--- src/rtl/key_pkg.sv ---
// Shared keyboard definitions: key indices, scancode-set-2 constants, decoder states
// and the scancode-to-key lookup used by the controller.
package key_pkg;

  localparam int KEY_NUM = 6;

  typedef enum logic [2:0] {
    LEFT  = 3'd0,
    RIGHT = 3'd1,
    UP    = 3'd2,
    DOWN  = 3'd3,
    JUMP  = 3'd4,
    START = 3'd5
  } key_e;

  typedef enum logic [1:0] {
    IDLE    = 2'd0,
    EXT     = 2'd1,
    BRK     = 2'd2,
    EXT_BRK = 2'd3
  } kbd_state_e;

  localparam logic [7:0] SC_EXT   = 8'hE0;
  localparam logic [7:0] SC_BRK   = 8'hF0;
  localparam logic [7:0] SC_LEFT  = 8'h6B;
  localparam logic [7:0] SC_RIGHT = 8'h74;
  localparam logic [7:0] SC_UP    = 8'h75;
  localparam logic [7:0] SC_DOWN  = 8'h72;
  localparam logic [7:0] SC_JUMP  = 8'h29;
  localparam logic [7:0] SC_START = 8'h5A;

  // One-hot key mask for a code; arrows need the E0 prefix, JUMP/START must not have it.
  function automatic logic [KEY_NUM-1:0] key_mask(input logic [7:0] code, input logic ext);
    logic [KEY_NUM-1:0] m;
    m = '0;
    if (ext) begin
      case (code)
        SC_LEFT:  m[LEFT]  = 1'b1;
        SC_RIGHT: m[RIGHT] = 1'b1;
        SC_UP:    m[UP]    = 1'b1;
        SC_DOWN:  m[DOWN]  = 1'b1;
        default:  m        = '0;
      endcase
    end else begin
      case (code)
        SC_JUMP:  m[JUMP]  = 1'b1;
        SC_START: m[START] = 1'b1;
        default:  m        = '0;
      endcase
    end
    return m;
  endfunction

endpackage

--- src/rtl/ps2_key_ctrl.sv ---
// PS/2 scancode decoder producing a live held-key vector, re-timed to the video frame
// as a frame-stable vector plus per-frame press events.
module ps2_key_ctrl
  import key_pkg::*;
#(
  parameter int TIMEOUT_CYCLES = 65_000
) (
  input  logic               clk,
  input  logic               rst,
  input  logic [7:0]         rx_data,
  input  logic               rx_valid,
  input  logic               frame_start,
  output logic [KEY_NUM-1:0] key_held,
  output logic [KEY_NUM-1:0] key_frame,
  output logic [KEY_NUM-1:0] key_press,
  output logic               timeout_evt
);

  localparam int CNT_W = $clog2(TIMEOUT_CYCLES);

  kbd_state_e         r_state;
  logic [CNT_W-1:0]   r_cnt;
  logic [KEY_NUM-1:0] r_held;
  logic [KEY_NUM-1:0] r_frame;
  logic [KEY_NUM-1:0] r_press;
  logic [KEY_NUM-1:0] r_acc;
  logic               r_tmo_evt;

  kbd_state_e         w_state_nxt;
  logic               w_make;
  logic               w_brk;
  logic               w_ext;
  logic               w_tmo;
  logic [KEY_NUM-1:0] w_mask;
  logic [KEY_NUM-1:0] w_held_nxt;
  logic [KEY_NUM-1:0] w_rise;

  // Byte decode: next state, make/break classification and the resulting held vector.
  always_comb begin
    w_state_nxt = r_state;
    w_make      = 1'b0;
    w_brk       = 1'b0;
    w_ext       = 1'b0;
    w_tmo       = 1'b0;
    case (r_state)
      IDLE: begin
        if (rx_valid) begin
          if (rx_data == SC_EXT) begin
            w_state_nxt = EXT;
          end else if (rx_data == SC_BRK) begin
            w_state_nxt = BRK;
          end else begin
            w_make = 1'b1;
          end
        end else begin
          w_state_nxt = IDLE;
        end
      end
      EXT: begin
        w_ext = 1'b1;
        if (rx_valid) begin
          if (rx_data == SC_BRK) begin
            w_state_nxt = EXT_BRK;
          end else if (rx_data == SC_EXT) begin
            w_state_nxt = EXT;
          end else begin
            w_make      = 1'b1;
            w_state_nxt = IDLE;
          end
        end else begin
          w_state_nxt = EXT;
        end
      end
      BRK: begin
        if (rx_valid) begin
          w_brk       = 1'b1;
          w_state_nxt = IDLE;
        end else begin
          w_state_nxt = BRK;
        end
      end
      EXT_BRK: begin
        w_ext = 1'b1;
        if (rx_valid) begin
          w_brk       = 1'b1;
          w_state_nxt = IDLE;
        end else begin
          w_state_nxt = EXT_BRK;
        end
      end
      default: begin
        w_state_nxt = IDLE;
      end
    endcase

    // A byte landing on the last count wins over the timeout.
    if (r_state != IDLE && !rx_valid && r_cnt == CNT_W'(TIMEOUT_CYCLES - 1)) begin
      w_tmo       = 1'b1;
      w_state_nxt = IDLE;
    end else begin
      w_tmo = 1'b0;
    end

    w_mask = key_mask(rx_data, w_ext);
    if (w_make) begin
      w_held_nxt = r_held | w_mask;
    end else if (w_brk) begin
      w_held_nxt = r_held & ~w_mask;
    end else begin
      w_held_nxt = r_held;
    end
    w_rise = w_held_nxt & ~r_held;
  end

  // Decoder state, prefix timeout counter, held vector and frame latch.
  always_ff @(posedge clk or posedge rst) begin
    if (rst) begin
      r_state   <= IDLE;
      r_cnt     <= '0;
      r_held    <= '0;
      r_frame   <= '0;
      r_press   <= '0;
      r_acc     <= '0;
      r_tmo_evt <= 1'b0;
    end else begin
      r_state   <= w_state_nxt;
      r_held    <= w_held_nxt;
      r_tmo_evt <= w_tmo;

      if (rx_valid || r_state == IDLE || w_tmo) begin
        r_cnt <= '0;
      end else begin
        r_cnt <= r_cnt + CNT_W'(1);
      end

      // The frame sees the pre-byte held vector; a same-cycle edge seeds the new accumulator.
      if (frame_start) begin
        r_frame <= r_held;
        r_press <= r_acc;
        r_acc   <= w_rise;
      end else begin
        r_acc   <= r_acc | w_rise;
      end
    end
  end

  assign key_held    = r_held;
  assign key_frame   = r_frame;
  assign key_press   = r_press;
  assign timeout_evt = r_tmo_evt;

endmodule

--- config.mk ---
export PLATFORM = sky130hd
export DESIGN_NAME = ps2_key_ctrl
export DESIGN_NICKNAME = d
export VERILOG_FILES = /design/src/rtl/key_pkg.sv /design/src/rtl/ps2_key_ctrl.sv
export SDC_FILE = /design/constraint.sdc
export NUM_CORES = 1
export LEC_CHECK = 0
export CAP_MARGIN = 20
export CELL_PAD_IN_SITES_DETAIL_PLACEMENT = 0
export CELL_PAD_IN_SITES_GLOBAL_PLACEMENT = 1
export CORE_MARGIN = 2
export CORE_UTILIZATION = 24
export DETAILED_ROUTE_END_ITERATION = 7
export PLACE_DENSITY_LB_ADDON = 0.2
export REMOVE_ABC_BUFFERS = 1
export SLEW_MARGIN = 20
export SYNTH_ARGS = -nofsm -noshare
export SYNTH_HDL_FRONTEND = slang
export SYNTH_SLANG_ARGS = --single-unit
export TNS_END_PERCENT = 100
--- constraint.sdc ---
create_clock -name clk -period 1.8 [get_ports clk]
set_input_delay 0.36 -clock clk [delete_from_list [all_inputs] [get_ports clk]]
set_output_delay 0.36 -clock clk [all_outputs]
set_load 0.005 [all_outputs]
==> flow_metrics.py <==
metrics = {
    "sta": {
        "worst_pin_slew_ns": 0.388,
        "setup_viol": 0,
        "slew_violations": 0,
        "fin_crit_sh_pct": 94.2,
        "min_period_ns": 1.70,
        "rsz0062_at_grt": "no",
        "final.setup_skew_ns": 0.0131,
        "clock.fmax_mhz": 590,
        "hold_viol": 0,
        "whs_ns": 0.400,
        "slew_headroom_pct": 73.8,
        "fin_setup_tns_ns": 0,
    },
    "global_route": {
        "grt_max_degree": 44,
        "grt_most_used_layer": "met2",
        "first_global_vias": 1533,
        "antenna_found_initial": 0,
        "grt_pass1_wl_mm": 7.44,
        "grt-ovfl-total": 0,
        "met3_usage_pct": 2.47,
        "grt_use_total_pct": 10.8,
        "grt_use_met2_pct": 15.6,
        "grtUsageMet1_pct": 15.3,
    },
    "pwr": {
        "ir_drop_v": 0.000302,
        "p_leak_nw": 1.10,
        "power_density_nw_per_um2": 708,
    },
    "outcome": {
        "status": "finished clean",
    },
    "clock_network": {
        "cts_resized": 0,
        "cts-htree-levels": 2,
        "cts_hold_buf": 0,
        "cts_buffer_depth": 2,
        "cts_buffers": 5,
        "cts_setup_buffers": 0,
        "clock-root-buffer": "clkbuf_8",
        "clock_latency_ns": 0.30,
        "cts_tree": "yes",
        "cts.sinks": 43,
        "clk_transition_reported_paths_ns": 0.09,
    },
    "yosys": {
        "syn_area_per_cell_um2": 10.8,
        "synth_cells": 182,
        "ys.flop_type": "dfrtp_1",
        "synthAdderAreaFrac_pct": 0.635,
        "synth.area.top_cells": "dfrtp_1 (55%), mux2_2 (6.9%), xnor2_1 (5.3%), nor2_1 (4.2%), inv_1 (2.9%)",
        "synthMuxAreaShare_pct": 7.37,
        "synth_top_family_by_area": "simple AND/OR/NAND/NOR gates",
        "yosysUniqueCellTypes": 38,
        "synth_compound_area_share_pct": 5.90,
        "synth_top_area_share_pct": 54.6,
        "ys_seq_area_share_pct": 54.6,
        "ys_ff_latch": 43,
        "synth_xor_area_share_pct": 6.22,
        "async_flop_share_pct": 100,
        "synthSimpleGateAreaFrac_pct": 20.7,
        "yosys_warnings": 0,
        "syn_area_um2": 1970,
        "synth-edff-count": 0,
        "yosysTopAreaCell": "dfrtp_1",
    },
    "floorplan": {
        "design.die.area_um2": 8950,
        "dieHeight_um": 94.6,
        "ios": 31,
        "coreArea_um2": 8090,
        "start_util_pct": 24.4,
        "core.rowCount": 33,
        "die_x_um": 94.6,
    },
    "worst_setup_path": {
        "r2r_slack_ns": 0.20,
        "path_max_fanout": 3,
        "cp.required_ns": 2.03,
        "reg2reg_depth": 5,
        "r2r_end": "r_cnt[15]",
        "r2r-start": "r_cnt[3]",
        "worst_setup_path_end_kind": "flop",
        "startpoint": "rx_data[2]",
        "start_kind": "primary input",
        "arrival_ns": 1.92,
        "crit_path_end": "r_acc[5]",
        "critPathKind": "primary input to flop",
    },
    "drt": {
        "drt_wl_total_mm": 4.15,
        "dr.first_iter.drc_count": 59,
        "drc": 0,
        "dr_total_vias": 1466,
        "via_per_inst": 4.30,
        "postRouteAntennaNets": 0,
        "dr.pass1.iters": 4,
        "post_drt_wl_per_cell_um": 12.2,
    },
    "layout": {
        "postLayoutCoreUtil_pct": 32.9,
        "final_nets": 248,
        "num_antenna_cells": 0,
        "stdcell_count": 341,
        "layout_common_cells": "dfrtp_1 (43), clkdlybuf4s50_1 (30), nor2_1 (22)",
        "final_common_cell": "dfrtp_1",
        "synthToLayoutAreaGrowth_pct": 35.3,
        "drive_above_1_share_pct": 19.9,
    },
    "placed_design": {
        "routabilityCongestion": 0.734,
        "port-buffer-count": 30,
        "place_hpwl_mm": 3.04,
        "dp.cells": 333,
    },
    "worst_hold_path": {
        "min_path_type": "primary input to async pin",
    },
    "flow_run": {
        "drv_cap": 0,
    },
}
-- Yosys cell counts (2+ instances only) --
| cell | instances |
|---|---|
| nand2_1 | 12 |
| a22o_1 | 2 |
| nor2_1 | 22 |
| nand4_1 | 7 |
| nor3_1 | 6 |
| buf_6 | 2 |
| nand3_1 | 6 |
| mux2_2 | 12 |
| clkbuf_1 | 2 |
| nor4_1 | 7 |
| xnor2_1 | 12 |
| inv_1 | 15 |
| nand2b_1 | 3 |
| and4b_1 | 2 |
| dfrtp_1 | 43 |
| o22ai_1 | 4 |
| o32ai_1 | 2 |
| xor2_1 | 2 |
| a21bo_2 | 2 |
-- area by class of cell --
class / count / area, µm²
fillers: 882 / 5430
flip-flops and latches: 43 / 1080
multi-input cells: 119 / 805
repair buffers: 51 / 483
well taps: 105 / 131
clock buffers: 5 / 68.8
inverters: 15 / 56.3
clock inverters: 3 / 46.3
-- worst max-delay path, cell delays in order --
cell	delay, ns
clkdlybuf4s50_1	0.44
buf_4	0.15
or2_2	0.28
nor4_1	0.32
buf_4	0.18
nand2_1	0.06
o22ai_1	0.13
-- power by group --
part	switching [mW]	leakage, nW	internal, mW	total, mW
clock	0.352	0.0548	0.418	0.770
sequential	0.00650	0.589	0.974	0.980
combinational	0.0606	0.459	0.0755	0.136
-- metrics by stage --
step                      setup slack [ns]  power [mW]  area, µm²
after floorplan                    -0.0358        1.04       1940
after global placement              -0.224        1.14       2550
after detailed placement            -0.211        1.14       2550
after CTS                           0.0591        1.93       2670
after global routing                0.0280        1.98       2670
final                                0.104        1.89       2670
-- logic make-up after synthesis --
kind of cell,after synthesis
multiplexers,13
AND/OR/NAND/NOR,76
AO/OA/AOI/OAI,15
buffers and inverters,20
adder cells (fa/ha/maj),1
flip-flops,43
XOR/XNOR,14
-- metal layers --
layer | routed length, µm | vias up
li1 | - | 742
met1 | 2170 | 696
met2 | 1750 | 23
met3 | 146 | 5
met4 | 81 | 0
met5 | 0 | -
-- how the worst min path moves through the flow --
stage                        start    endpoint  slack [ns]
after floorplan           r_cnt[0]    r_cnt[0]        0.43
after global placement    r_cnt[0]    r_cnt[0]        0.45
after detailed placement  r_cnt[0]    r_cnt[0]        0.46
after CTS                      rst  r_state[0]        0.40
after global routing           rst  r_state[1]        0.41
final                          rst    r_cnt[7]        0.40
-- state kept, by name, summed over array words and instances, names as in the netlist --
register and flops:
key_frame 6, timeout_evt 1, key_press 6, r_state 2, r_acc 6, key_held 6, r_cnt 16
Power figures use the tool's default switching activity.
